===== config.mk =====
export PLATFORM = sky130hd
export DESIGN_NAME = pipe_stage_skid
export DESIGN_NICKNAME = d
export VERILOG_FILES = /design/src/rtl/pipe_pkg.sv /design/src/rtl/pipe_entry_reg.sv /design/src/rtl/pipe_stage_skid.sv
export SDC_FILE = /design/constraint.sdc
export NUM_CORES = 1
export LEC_CHECK = 0
export CAP_MARGIN = 40
export CORE_ASPECT_RATIO = 1.75
export CORE_MARGIN = 1.5
export CORE_UTILIZATION = 30
export DETAILED_ROUTE_END_ITERATION = 10
export PLACE_DENSITY = 0.59
export SYNTH_ARGS = -nofsm -noshare
export SYNTH_HDL_FRONTEND = slang
export SYNTH_HIERARCHICAL = 1
export SYNTH_SLANG_ARGS = --single-unit

===== constraint.sdc =====
create_clock -name clk -period 5 [get_ports clk]
set_input_delay 0.5 -clock clk [delete_from_list [all_inputs] [get_ports clk]]
set_output_delay 0.5 -clock clk [all_outputs]
set_load 0.03 [all_outputs]

===== src/rtl/pipe_pkg.sv =====
// pipe_pkg: shared state encoding and NOP control constant for pipeline stage registers
package pipe_pkg;
  typedef enum logic [1:0] {EMPTY = 2'd0, ONE = 2'd1, TWO = 2'd2} state_e;
  localparam bit PIPE_CTRL_NOP = 1'b0;
endpackage


===== src/rtl/pipe_entry_reg.sv =====
// pipe_entry_reg: data+ctrl entry register with load and independent ctrl/data clears
module pipe_entry_reg
  import pipe_pkg::*;
#(
  parameter int DATA_W = 32,
  parameter int CTRL_W = 16
) (
  input  logic              clk,
  input  logic              rst,
  input  logic              load,
  input  logic              clr_ctrl,
  input  logic              clr_data,
  input  logic [DATA_W-1:0] d_data,
  input  logic [CTRL_W-1:0] d_ctrl,
  output logic [DATA_W-1:0] q_data,
  output logic [CTRL_W-1:0] q_ctrl
);
  logic [DATA_W-1:0] data_q, data_d;
  logic [CTRL_W-1:0] ctrl_q, ctrl_d;
  always_comb begin
    data_d = clr_data ? '0 : load ? d_data : data_q;
    ctrl_d = clr_ctrl ? {CTRL_W{PIPE_CTRL_NOP}} : load ? d_ctrl : ctrl_q;
  end
  always_ff @(posedge clk) begin
    if (rst) begin
      data_q <= '0;
      ctrl_q <= {CTRL_W{PIPE_CTRL_NOP}};
    end else begin
      data_q <= data_d;
      ctrl_q <= ctrl_d;
    end
  end
  assign q_data = data_q;
  assign q_ctrl = ctrl_q;
endmodule


===== src/rtl/pipe_stage_skid.sv =====
// pipe_stage_skid: valid/ready pipeline stage with optional skid slot, stall/flush/bubble and status
module pipe_stage_skid
  import pipe_pkg::*;
#(
  parameter int DATA_W        = 32,
  parameter int CTRL_W        = 16,
  parameter bit SKID          = 1'b1,
  parameter bit ZERO_ON_FLUSH = 1'b1,
  parameter int CNT_W         = 16
) (
  input  logic              clk,
  input  logic              rst,
  input  logic              stall,
  input  logic              flush,
  input  logic              bubble,
  input  logic              in_valid,
  output logic              in_ready,
  input  logic [DATA_W-1:0] in_data,
  input  logic [CTRL_W-1:0] in_ctrl,
  output logic              out_valid,
  input  logic              out_ready,
  output logic [DATA_W-1:0] out_data,
  output logic [CTRL_W-1:0] out_ctrl,
  output logic [1:0]        count,
  output logic [CNT_W-1:0]  bubble_cnt
);
  state_e state_q, state_d;
  logic [CNT_W-1:0] bcnt_q, bcnt_d;
  logic cap, push, bpush, any_push, pop, main_ld, skid_ld;
  logic [DATA_W-1:0] skid_data, ins_data, main_data_d;
  logic [CTRL_W-1:0] skid_ctrl, ins_ctrl, main_ctrl_d;
  assign cap       = SKID ? (state_q != TWO) : (state_q == EMPTY || out_ready);
  assign in_ready  = !rst && !stall && !bubble && cap;
  assign out_valid = !stall && state_q != EMPTY;
  assign push      = in_valid && in_ready;
  assign bpush     = bubble && !stall && !rst && cap;
  assign any_push  = push || bpush;
  assign pop       = out_valid && out_ready;
  assign ins_data  = bpush ? '0 : in_data;
  assign ins_ctrl  = bpush ? {CTRL_W{PIPE_CTRL_NOP}} : in_ctrl;
  assign main_data_d = state_q == TWO ? skid_data : ins_data;
  assign main_ctrl_d = state_q == TWO ? skid_ctrl : ins_ctrl;
  always_comb begin
    state_d = state_q;
    main_ld = 1'b0;
    skid_ld = 1'b0;
    case (state_q)
      EMPTY: begin
        main_ld = any_push;
        state_d = any_push ? ONE : EMPTY;
      end
      ONE: begin
        main_ld = any_push && pop;
        skid_ld = any_push && !pop;
        state_d = any_push ? (pop ? ONE : TWO) : (pop ? EMPTY : ONE);
      end
      TWO: begin
        main_ld = pop;
        state_d = pop ? ONE : TWO;
      end
      default: state_d = EMPTY;
    endcase
    if (flush) begin
      state_d = EMPTY;
      main_ld = 1'b0;
      skid_ld = 1'b0;
    end
    bcnt_d = (bpush && bcnt_q != '1) ? bcnt_q + CNT_W'(1) : bcnt_q;
  end
  always_ff @(posedge clk) begin
    if (rst) begin
      state_q <= EMPTY;
      bcnt_q  <= '0;
    end else begin
      state_q <= state_d;
      bcnt_q  <= bcnt_d;
    end
  end
  pipe_entry_reg #(.DATA_W(DATA_W), .CTRL_W(CTRL_W)) u_main (
    .clk(clk), .rst(rst), .load(main_ld), .clr_ctrl(flush), .clr_data(flush && ZERO_ON_FLUSH),
    .d_data(main_data_d), .d_ctrl(main_ctrl_d), .q_data(out_data), .q_ctrl(out_ctrl)
  );
  if (SKID) begin : g_skid
    pipe_entry_reg #(.DATA_W(DATA_W), .CTRL_W(CTRL_W)) u_skid (
      .clk(clk), .rst(rst), .load(skid_ld), .clr_ctrl(flush), .clr_data(flush && ZERO_ON_FLUSH),
      .d_data(ins_data), .d_ctrl(ins_ctrl), .q_data(skid_data), .q_ctrl(skid_ctrl)
    );
  end else begin : g_no_skid
    assign skid_data = '0;
    assign skid_ctrl = '0;
  end
  assign count      = state_q;
  assign bubble_cnt = bcnt_q;
endmodule

Yosys cells after proc, flatten, opt, wreduce, memory -nomap -nowiden
Cells that the tools add are included.
Word-level totals
  register bits after elaboration: 114
  output and inout port bits: 68
  memories: 0
  word-level logic and storage cells: 44
  bits in latches: 0
  RAM bits: 0
  memory bits (read-only): 0
Cells by class
  equal/unequal tests: 4
  $lt $le $gt $ge: 0
  mux-type cells: 13
  bitwise gates (word level): 0
  $add $sub $neg: 1
  reduce and logical (&&, ||, !) cells: 20
  $mul: 0
  shift-type cells: 0
  div/mod/pow operators: 0
Operators by type and width (number)
  2-to-1 mux 32 bit: 2
  2-to-1 mux 16 bit: 2
  adder 16 x 1 -> 16 bit (second input constant): 1
  inequality test 16 bit (second input constant): 1
  logical AND 1 bit: 12
  one-hot mux 2 bit (3 select lines): 1
  2-to-1 mux 1 bit: 5
  logical NOT 1 bit: 4
  2-to-1 mux 2 bit: 2
  one-hot mux 1 bit (3 select lines): 1
  == test 2 x 1 -> 1 bit (second input constant): 1
  == test 2 bit (second input constant): 1
  logical NOT 2 bit: 1
  inequality test 2 bit (second input constant): 1
  nonzero test 2 bit: 1
  OR reduction 2 bit: 1
  logical OR 1 bit: 1

Depth between registers and ports, before layout
Gate-level depths: netlist of run 1.
  depth in word-level cells: 9
  mapped depth: 13
  mapped depth without buffers: 9

Cells and area by module
Netlist of run 1, hierarchy kept.
Modules (own cells, without submodules)
  pipe_entry_reg: cells an instance 158, instances 2, area each 1755.4 sq um
  pipe_stage_skid: cells an instance 234, instances 1, area each 2024.4 sq um

Worst setup path after synthesis of run 1
No wires, ideal clock.
  path kind: reg-to-reg
  start: register state_q[0] (netlist: count[0])
  end: register u_main.data_q[10] (netlist: u_main/q_data[10])
  path buffers: 5
  required time: 4.883 ns
  period minus slack after synthesis: 2.463 ns
  arrival: 2.346 ns
  stages on the path, launching flop included: 14
  path slack: 2.537 ns
  cells stage by stage: dfxtp_1 > nand2b_1 > buf_6 > clkbuf_1 > nand2_1 > nor2_1 > ha_1 > nand2_1 > a21oi_1 > buf_6 > buf_12 > buf_12 > mux2i_1 > nor2_1
On the way
  longest elaborated chain between the ends: 7
  elaborated cells between the ends (all ways): 16
  classes of those cells: eq/ne (3); mux (4); reduce/logical (9)
RTL lines
  start: declaration: RTL line pipe_stage_skid.sv:27  | state_e state_q, state_d;
  start signal: assignment: RTL line pipe_stage_skid.sv:75  | state_q <= state_d;
  inequality test 2 bit: RTL line pipe_stage_skid.sv:32  | assign cap = SKID ? (state_q != TWO) : (state_q == EMPTY || out_ready);
  logical AND 1 bit: RTL line pipe_stage_skid.sv:33  | assign in_ready = !rst && !stall && !bubble && cap;
  logical AND 1 bit: RTL line pipe_stage_skid.sv:35  | assign push = in_valid && in_ready;
  logical OR 1 bit: RTL line pipe_stage_skid.sv:37  | assign any_push = push || bpush;
  logical AND 1 bit: RTL line pipe_stage_skid.sv:53  | main_ld = any_push && pop;
  one-hot mux 1 bit (3 select lines) *: RTL line pipe_stage_skid.sv:47  | case (state_q)
  2-to-1 mux 1 bit *: RTL line pipe_stage_skid.sv:63  | if (flush) begin
  named net main_ld: RTL line pipe_stage_skid.sv:29  | logic cap, push, bpush, any_push, pop, main_ld, skid_ld;
  end signal: assignment: RTL line pipe_entry_reg.sv:29  | data_q <= data_d;
  end: declaration: RTL line pipe_entry_reg.sv:18  | logic [DATA_W-1:0] data_q, data_d;
Mark *: on every way through the listed nets, which the timed path passes. The rest lies on a longest branch.
A chain may end at the register's enable or synchronous reset.

Worst setup path after layout of run 1
  start: input rst
  end: register u_main.ctrl_q[10] (netlist: u_main/q_ctrl[10])
On the way
  longest elaborated chain between the ends: 9
  elaborated cells between the ends (all ways): 14
  classes of those cells: mux (4); reduce/logical (10)
RTL lines
  start: declaration: RTL line pipe_stage_skid.sv:12  | input logic rst,
  logical NOT 1 bit *: RTL line pipe_stage_skid.sv:33, pipe_stage_skid.sv:36
  logical AND 1 bit (3 in a row): RTL line pipe_stage_skid.sv:33
  logical AND 1 bit: RTL line pipe_stage_skid.sv:35
  logical OR 1 bit *: RTL line pipe_stage_skid.sv:37
  logical AND 1 bit: RTL line pipe_stage_skid.sv:53
  one-hot mux 1 bit (3 select lines) *: RTL line pipe_stage_skid.sv:47
  2-to-1 mux 1 bit *: RTL line pipe_stage_skid.sv:63
  named net main_ld: RTL line pipe_stage_skid.sv:29
  end signal: assignment: RTL line pipe_entry_reg.sv:27  | ctrl_q <= {CTRL_W{PIPE_CTRL_NOP}};
  end signal: assignment: RTL line pipe_entry_reg.sv:30  | ctrl_q <= ctrl_d;
  end: declaration: RTL line pipe_entry_reg.sv:19  | logic [CTRL_W-1:0] ctrl_q, ctrl_d;
Marked as above.

==> results by group, run 1 <==
Status
  – Status: complete, no violations

Pwr
  – Overall power: 2.39 mW
  – Worst VDD drop: approximately 0.00015 V
  – Pleak: 2.55 nW
  – PwrDens: 320 mW/mm^2

STA
  – Rel. slew slack: 0.420
  – Setup Total Neg Slack: 0 ns
  – Period utilisation layout: 0.559
  – Final hold vios: 0
  – Final count of pins violating max slew: 0
  – RSZ-0062 raised after global routing: no
  – Worst slew pin tran: between 0.8 and 0.9 ns
  – Worst setup margin: 2.21 ns
  – Worst Skew: roughly 0.0069 ns
  – Max frequency: 358 MHz
  – Final setup fails: 0
  – Tmin final: around 2.8 ns

Floorplanning
  – Die width: between 100 and 150 microns
  – Core region area: 0.0181 sq mm
  – # rows: 65
  – Ports: 123
  – Overall die height: approximately 180 microns
  – Starting utilization of the core area: 0.307
  – Die ar.: 0.0193 sq mm

Routing
  – DR iter-0 viols: 105
  – Total number of vias: 4235
  – 1st-pass router iterations: 4
  – Drt via density: 4.67
  – Post-route DRC: 0
  – Detailed Route WL: 14000 microns
  – Wire per inst: between 15 and 20 microns
  – ANT nets after route: 0

Layout
  – Area occupied by multi-input gates: 0.00295 sq mm
  – Storage cell area: ~0.0023 sq mm
  – Most frequent cells in the layout: clkdlybuf4s50_1 (122), dfxtp_1 (114), nor2_1 (105)
  – Layout cell share with drive strength beyond 1: 0.162
  – Final core area utilization: 0.413
  – Layout Nets: slightly above 700
  – N_diodes: 0
  – P&R area growth vs syn: 34.9%
  – Layout Cells excl Fill: 907
  – Fill cell count: 1800
  – Commonest non-fill, non-tap cell in the layout: clkdlybuf4s50_1

Clock network
  – CTS max path bufs: 2
  – Root Buffer: clkbuf_16
  – Number of setup buffers added after CTS: 0
  – CTS HTree Levels: 4
  – CTS tree: done
  – Clock sinks: 114
  – CTS-repair resized insts: 0
  – TritonCTS Buffers: 17
  – Clock transition at path regs: around 0.06 ns
  – Quantity of hold-fixing buffers added after cts: 0
  – Worst-skew pair later-pin latency: 0.40 ns

Placed design
  – IO Port Bufs: 122
  – Hpwl dp: 9510 microns
  – # placed instances: 876
  – Dpl ws: 1.79 ns
  – GPL Wtd Cong: 0.846

GRT
  – First-pass GRT wire length: between 20000 and 25000 microns
  – Gr ovfl total: 0
  – Vias in the first global route: 4453
  – Largest net degree at the start of global routing: 50
  – Initial antenna violation count: 0
  – Total Routing Usage GR: 0.151

Logic synthesis
  – Syn Nets: roughly 610
  – Area leader, netlist: dfxtp_1
  – Synth area leaders: dfxtp_1 (41%), mux2i_1 (17%), mux2_2 (11%), nor2_1 (7.1%), and2_1 (5.4%)
  – Post-synthesis cell type count: 45
  – Share of the synthesized area in the top cell type: 0.412
  – Synth Instances: 550
  – Register area share after synthesis: 0.412
  – Post-Syn Area: around 0.0055 sq mm
  – Synth warnings: 6
  – Synthesized area per cell: 10.1 sq um
  – Synth Register Bits: 114

Worst setup path
  – CP Launch Point: rst
  – Worst Path Max Fanout: between 40 and 50
  – CP Data Arrival Time: 3.06 ns
  – Critical path class: input port to flip-flop
  – R2r worst-path depth: 9
  – Worst path required time: 5.27 ns
  – Startpoint types: input port
  – Worst setup EP type: flip-flop
  – FF-to-FF Start: count[0]$_SDFF_PP0_

Run
  – Max-Cap Viols: 0

Hold path
  – Hold path start: g_skid.u_skid/q_ctrl[10]$_SDFFE_PP0P_
  – Worst hold path type: flip-flop to flip-flop
  – Hold depth: 2
final timing paths:
check | endpoint | slack [ns]
worst max-delay path | u_main/q_ctrl[10]$_SDFFE_PP0P_ | 2.21
worst min-delay path | g_skid.u_skid/q_ctrl[10]$_SDFFE_PP0P_ | 0.49
worst max register to register | u_main/q_ctrl[10]$_SDFFE_PP0P_ | 2.53
worst min register to register | g_skid.u_skid/q_ctrl[10]$_SDFFE_PP0P_ | 0.49
worst max-delay path, stage by stage:
cell and delay (ns):
clkdlybuf4s50_1 0.40, buf_4 0.22, nor2_4 0.21, nand2_1 0.11, nor2_1 0.16, ha_1 0.16
nand2_1 0.09, a21oi_4 0.15, buf_4 0.68, mux2i_1 0.28, nor2_1 0.06
per-stage QoR:
stage | hold slack [ns] | instance area [sq um]
finish | 0.487 | 7460
global route | 0.516 | 7460
CTS | 0.495 | 7460
detailed placement | 0.480 | 6840
global placement | 0.469 | 6810
floorplan | 0.456 | 5540
cells in the mapped netlist (all sizes together):
cell type,count
ha,3
nand3,5
nand4,8
and4,1
or2,7
nor3,3
or3,3
a211oi,1
mux2,52
nand3b,2
nor2,106
a21oi,12
nor3b,1
and3,3
nor2b,5
o31ai,5
nand2,9
nor4,6
a21bo,1
and3b,1
o21ai,3
mux2i,96
inv,4
o311ai,3
or4,4
nand2b,2
buf,24
and2,48
o41ai,3
or3b,1
dfxtp,114
clkbuf,14
state kept, by name (all words and copies together) (netlist names):
register              count
u_main/q_ctrl            16
g_skid.u_skid/q_ctrl     16
bubble_cnt               16
g_skid.u_skid/q_data     32
u_main/q_data            32
count                     2
cell type report:
cell class              count  share of cell area
multi-input cells         394               0.395
flip-flops and latches    114               0.306
repair buffers            130               0.174
clock buffers              21              0.0630
inverters                   4             0.00201
well taps                 234              0.0392
clock inverters            10              0.0210
metal layers:
layer  GRT usage  part of all wire  up-vias
li1            -                 -     2121
met2       0.275              0.52       96
met3      0.0350             0.041       14
met4      0.0676             0.020        0
met5           0                 0        -
met1       0.165              0.41     2004
cell families (layout without fill, tap and decap cells):
group                      Yosys count  count (layout)  share of synthesized area
AOI/OAI and AO/OA                   28              28                     0.0330
DFF                                114             114                      0.412
and+or+nand+nor                    215             215                      0.210
adders and majority gates            3               3                    0.00678
buffers and inverters               42             165                     0.0581
muxes                              148             148                      0.279
power breakdown:
part | total [mW] | internal (mW) | switching [mW]
combinational | 0.179 | 0.0977 | 0.0816
clock | 1.29 | 0.868 | 0.419
sequential | 0.919 | 0.915 | 0.00412
Note: power is estimated with default switching activity, not from simulation.
==> inputs of run 2 (changes only) <==
- PLACE_DENSITY: 0.59 -> 0.61
- clock period: 5 -> 2.3 ns (I/O delays scaled with it)
==> results by group, run 2 (synthesized netlist as in run 1, its figures left out) <==
Routing
  – Wire per inst: 15.8 microns (+1.9%)
  – DR iter-0 viols: 109 (+3.8%)
  – 1st-pass router iterations: 4 (unchanged)
  – ANT nets after route: 0 (unchanged)
  – Post-route DRC: 0 (unchanged)
  – Drt via density: 4.74 (+1.6%)
  – Total number of vias: 4339 (+2.5%)
  – Detailed Route WL: 14400 microns (+2.8%)

Worst setup path
  – CP Data Arrival Time: 2.27 ns (-0.79 ns)
  – Worst path required time: 2.56 ns (-2.71 ns)
  – Reg2reg end: g_skid.u_skid/q_ctrl[14]$_SDFFE_PP0P_
  – R2R Setup Slk: 0.29 ns (-2.24 ns)
  – Startpoint types: flip-flop
  – R2r worst-path depth: 8 (-1)
  – CP Launch Point: count[0]$_SDFF_PP0_
  – Crit path to: g_skid.u_skid/q_ctrl[14]$_SDFFE_PP0P_
  – FF-to-FF Start: count[0]$_SDFF_PP0_
  – Worst Path Max Fanout: 28 (-42%)
  – Critical path class: flip-flop to flip-flop
  – Worst setup EP type: flip-flop

Clock network
  – CTS HTree Levels: 4 (unchanged)
  – TritonCTS Buffers: 17 (unchanged)
  – CTS-repair resized insts: 0 (unchanged)
  – Number of setup buffers added after CTS: 0 (unchanged)
  – CTS max path bufs: 2 (unchanged)
  – Clock transition at path regs: 0.06 ns (about the same)
  – Worst-skew pair later-pin latency: 0.40 ns (about the same)
  – Root Buffer: clkbuf_16
  – Clock sinks: 114 (unchanged)
  – CTS tree: done
  – Quantity of hold-fixing buffers added after cts: 0 (unchanged)

Layout
  – Most frequent cells in the layout: clkdlybuf4s50_1 (121), dfxtp_1 (113), nor2_1 (104)
  – N_diodes: 0 (unchanged)
  – Layout Nets: 726 (+0.97%)
  – Commonest non-fill, non-tap cell in the layout: clkdlybuf4s50_1
  – P&R area growth vs syn: 35.8%
  – Final Cell Area: 0.00752 sq mm (+0.72%)
  – Layout cell share with drive strength beyond 1: 0.178 (+0.0157)
  – Fill cell count: 1797 (-0.17%)
  – Storage cell area: 0.00228 sq mm (about the same)
  – Area occupied by multi-input gates: 0.00295 sq mm (about the same)

GRT
  – Largest net degree at the start of global routing: 50 (unchanged)
  – Vias in the first global route: 4535 (+1.8%)
  – Initial antenna violation count: 0 (unchanged)
  – Gr ovfl total: 0 (unchanged)
  – Total Routing Usage GR: 0.151 (+0.000158)
  – First-pass GRT wire length: 22900 microns (unchanged)

Floorplanning
  – Starting utilization of the core area: 0.307 (unchanged)
  – Ports: 123 (unchanged)
  – Die ar.: 0.0193 sq mm (unchanged)
  – Overall die height: 183 microns (unchanged)
  – Core region area: 0.0181 sq mm (unchanged)
  – # rows: 65 (unchanged)
  – Die width: 106 microns (unchanged)

STA
  – Rel. slew slack: 0.540 (+0.120)
  – Max frequency: 498 MHz
  – Worst slew pin tran: 0.690 ns (-0.180 ns)
  – Final setup fails: 0 (unchanged)
  – Worst setup margin: 0.293 ns (-1.91 ns)
  – Period utilisation layout: 0.872
  – Final hold vios: 0 (unchanged)
  – Worst Skew: 0.00708 ns (+0.000197 ns)
  – Final count of pins violating max slew: 0 (unchanged)
  – RSZ-0062 raised after global routing: no
  – Tmin final: 2.01 ns

Status
  – Status: complete, no violations

Placed design
  – GPL Wtd Cong: 0.873 (+3.2%)
  – IO Port Bufs: 122 (unchanged)
  – Dpl ws: -0.0327 ns (-1.82 ns)
  – Hpwl dp: 10100 microns (+6.6%)
  – Area after DPL: 0.00693 sq mm (+1.3%)

Pwr
  – Pleak: 2.57 nW (+1.0%)
  – Worst VDD drop: 0.000412 V (+180%)
  – PwrDens: 668 mW/mm^2 (+110%)

Hold path
  – Hold path start: g_skid.u_skid/q_data[27]$_SDFFE_PP0P_
  – Worst hold path type: flip-flop to flip-flop

Run
  – Max-Cap Viols: 0 (unchanged)
run 2: routing by layer:
metal	track usage	wire length, microns
met1	0.158	5700
met2	0.286	7930
met3	0.0357	555
met4	0.0622	236
met5	0	0
run 2: worst min path at each step:
stage,end,cells past startpoint,slack [ns]
after floorplan,count[0]$_SDFF_PP0_,1,0.30
after global placement,g_skid.u_skid/q_data[18]$_SDFFE_PP0P_,2,0.47
after detailed placement,g_skid.u_skid/q_ctrl[15]$_SDFFE_PP0P_,2,0.48
after CTS,g_skid.u_skid/q_ctrl[2]$_SDFFE_PP0P_,2,0.49
after global routing,u_main/q_ctrl[3]$_SDFFE_PP0P_,2,0.51
final,g_skid.u_skid/q_data[27]$_SDFFE_PP0P_,2,0.49
run 2: metrics by stage:
stage | TNS [ns] | instances | power, mW | util | hold WS [ns]
floorplan | 0 | 550 | 2.27 | - | 0.295
global placement | 0 | 883 | 2.44 | 0.384 | 0.469
detailed placement | -0.0846 | 883 | 2.44 | 0.384 | 0.480
CTS | 0 | 915 | 5.09 | 0.416 | 0.494
global route | 0 | 915 | 5.20 | 0.416 | 0.512
finish | 0 | 915 | 5.02 | 0.416 | 0.488
run 2: worst max-delay path, stage by stage (launching register included):
cell      delay (ns)
dfxtp_2         0.36
nand2b_2        0.22
nand2_1         0.09
nor2_1          0.17
ha_1            0.19
and3b_2         0.27
buf_12          0.24
mux2i_1         0.25
nor2_1          0.06
run 2: cell type report:
| class | count | area share |
|---|---|---|
| clock inverter | 14 | 0.0203 |
| inverter | 4 | 0.00200 |
| tap | 234 | 0.0389 |
| multi-input combinational | 394 | 0.393 |
| sequential | 114 | 0.304 |
| clock buffer | 18 | 0.0584 |
| timing repair buffer | 137 | 0.184 |
run 2: power by group:
part	switching (mW)	internal (mW)
sequential	0.00855	1.99
combinational	0.185	0.217
clock	0.984	1.64
total	1.18	3.84
==> inputs of run 3 (changes only) <==
- PLACE_DENSITY: 0.61 -> 0.59
- clock period: 2.3 -> 2.4 ns (I/O delays scaled with it)
==> results by group, run 3 (synthesized netlist as in run 1, its figures left out) <==
Layout
  – N_diodes: 0 (unchanged)
  – Final core area utilization: 0.416 (about the same)
  – Commonest non-fill, non-tap cell in the layout: clkdlybuf4s50_1
  – Most frequent cells in the layout: clkdlybuf4s50_1 (121), dfxtp_1 (114), nor2_1 (105)
  – P&R area growth vs syn: 35.7% (about the same)
  – Layout cell share with drive strength beyond 1: 0.172 (-0.00587)
  – Layout Nets: 727 (+0.14%)

Clock network
  – Worst-skew pair later-pin latency: 0.40 ns (about the same)
  – TritonCTS Buffers: 17 (unchanged)
  – CTS-repair resized insts: 0 (unchanged)
  – CTS tree: done
  – CTS HTree Levels: 4 (unchanged)
  – Clock sinks: 114 (unchanged)
  – Root Buffer: clkbuf_16
  – Quantity of hold-fixing buffers added after cts: 0 (unchanged)
  – Number of setup buffers added after CTS: 0 (unchanged)
  – CTS max path bufs: 2 (unchanged)
  – Clock transition at path regs: 0.05 ns (about the same)

Floorplanning
  – Die ar.: 0.0193 sq mm (unchanged)
  – # rows: 65 (unchanged)
  – Ports: 123 (unchanged)
  – Starting utilization of the core area: 0.307 (unchanged)
  – Die width: 106 microns (unchanged)
  – Core region area: 0.0181 sq mm (unchanged)
  – Overall die height: 183 microns (unchanged)

GRT
  – Grt peak-use layer: met2
  – Largest net degree at the start of global routing: 43 (-14%)
  – Met3 Use GR: 0.0343 (-0.00143)
  – First-pass GRT wire length: 23100 microns (+0.97%)
  – Total Routing Usage GR: 0.151 (about the same)
  – Met2 usage: 0.289 (+0.00338)
  – Met1 GRT Util: 0.156 (-0.00241)
  – Initial antenna violation count: 0 (unchanged)
  – Gr ovfl total: 0 (unchanged)
  – Vias in the first global route: 4606 (+1.6%)

Worst setup path
  – CP Data Arrival Time: 1.89 ns (-0.38 ns)
  – Startpoint types: flip-flop
  – Worst path max stage delay: 0.65 ns (+0.29 ns)
  – Worst-path cell chain: nor2_1, nor2_1, buf_4, clkdlybuf4s50_1
  – Crit path top cell by count: nor2_1
  – Worst Path Max Fanout: 6 (-79%)
  – R2R Setup Slk: 0.37 ns (+0.08 ns)
  – R2r worst-path depth: 8 (unchanged)
  – FF-to-FF Start: count[0]$_SDFF_PP0_
  – Worst setup EP type: output pin
  – Worst path required time: 2.16 ns (-0.40 ns)
  – Crit-path slowest cell: clkdlybuf4s50_1
  – Critical path class: flip-flop to output pin
  – Reg2reg end: u_main/q_ctrl[9]$_SDFFE_PP0P_

Placed design
  – Hpwl dp: 9700 microns (-4.3%)
  – GPL Wtd Cong: 0.832 (-4.7%)
  – IO Port Bufs: 122 (unchanged)

Pwr
  – Clock Power Share: 0.528 (+0.006)
  – Net switching power: 1.03 mW (-12%)
  – Flop pwr share: 0.394 (-0.004)
  – Sw Ratio: 0.213 (-0.0218)
  – PwrDens: 646 mW/mm^2 (-3.2%)
  – Worst VDD drop: 0.000334 V (-19%)
  – Power Internal: 3.82 mW (-0.57%)
  – Pleak: 2.57 nW (-0.17%)
  – Gate power share: 0.078 (-0.002)

STA
  – Rel. slew slack: 0.569 (+0.0286)
  – Setup Total Neg Slack: 0 ns (unchanged)
  – Final hold vios: 0 (unchanged)
  – Tmin final: 2.13 ns
  – Period utilisation layout: 0.887
  – Max frequency: between 400 and 500 MHz
  – Final setup fails: 0 (unchanged)
  – Worst Skew: 0.00558 ns (-0.00150 ns)
  – Worst slew pin tran: 0.647 ns (-0.0430 ns)
  – RSZ-0062 raised after global routing: no
  – Final count of pins violating max slew: 0 (unchanged)

Routing
  – Post-route DRC: 0 (unchanged)
  – Total number of vias: 4328 (-0.25%)
  – Wire per inst: 15.2 microns (-3.4%)
  – ANT nets after route: 0 (unchanged)
  – Detailed Route WL: 13900 microns (-3.4%)
  – DR iter-0 viols: 129 (+18%)
  – Drt via density: 4.73 (-0.25%)
  – 1st-pass router iterations: 6 (+2)

Status
  – Status: complete, no violations

Hold path
  – Hold path start: u_main/q_data[29]$_SDFFE_PP0P_
  – Worst Hold Endpoint: u_main/q_data[29]$_SDFFE_PP0P_
  – Worst hold path type: flip-flop to flip-flop
  – Hold depth: 2 (unchanged)

Run
  – Max-Cap Viols: 0 (unchanged)
==> run 3: worst max-delay path by stage <==
stage	startpoint	endpoint	slack (ns)	depth (start not counted)
after floorplan	count[1]$_SDFF_PP0_	u_main/q_data[10]$_SDFFE_PP0P_	0.06	12
after global placement	rst	u_main/q_ctrl[9]$_SDFFE_PP0P_	0.08	10
after detailed placement	stall	u_main/q_ctrl[9]$_SDFFE_PP0P_	0.03	10
after CTS	count[1]$_SDFF_PP0_	out_valid	0.21	4
after global routing	count[1]$_SDFF_PP0_	u_main/q_ctrl[15]$_SDFFE_PP0P_	0.19	10
final	count[1]$_SDFF_PP0_	out_valid	0.27	4
==> run 3: through the flow <==
step	instance area, sq um	cells	setup WS (ns)	power (mW)	hold WS [ns]
floorplan	5540	550	0.0616	2.18	0.313
global placement	6910	884	0.0760	2.33	0.466
detailed placement	6910	884	0.0255	2.33	0.479
CTS	7510	915	0.205	4.94	0.494
global route	7510	915	0.185	5.05	0.515
finish	7510	915	0.272	4.85	0.488
==> run 3: layer usage <==
layer	wire, microns	vias to the layer above
met2	7600	116
met4	294	0
met1	5440	2055
li1	-	2138
met5	0	-
met3	590	19
==> run 3: cell type report <==
class	instances	area, sq um
sequential	114	2280
clock inverter	9	129
fill	1789	10500
multi-input combinational	394	2950
timing repair buffer	138	1360
inverter	4	15.0
clock buffer	22	474
tap	234	293
==> run 3: power groups by stage <==
| stage | clock [mW] | combinational [mW] | sequential (mW) |
|---|---|---|---|
| after floorplan | 0 | 0.206 | 1.97 |
| after global placement | 0 | 0.376 | 1.95 |
| after detailed placement | 0 | 0.380 | 1.95 |
| after CTS | 2.64 | 0.384 | 1.91 |
| after global routing | 2.72 | 0.411 | 1.91 |
| final | 2.56 | 0.378 | 1.91 |
==> run 3: worst max-delay path, delay by kind of cell (launching register included) <==
kind	cells	cell delay, ns
buf+inv	2	0.79
flops	1	0.43
simple gates	2	0.26
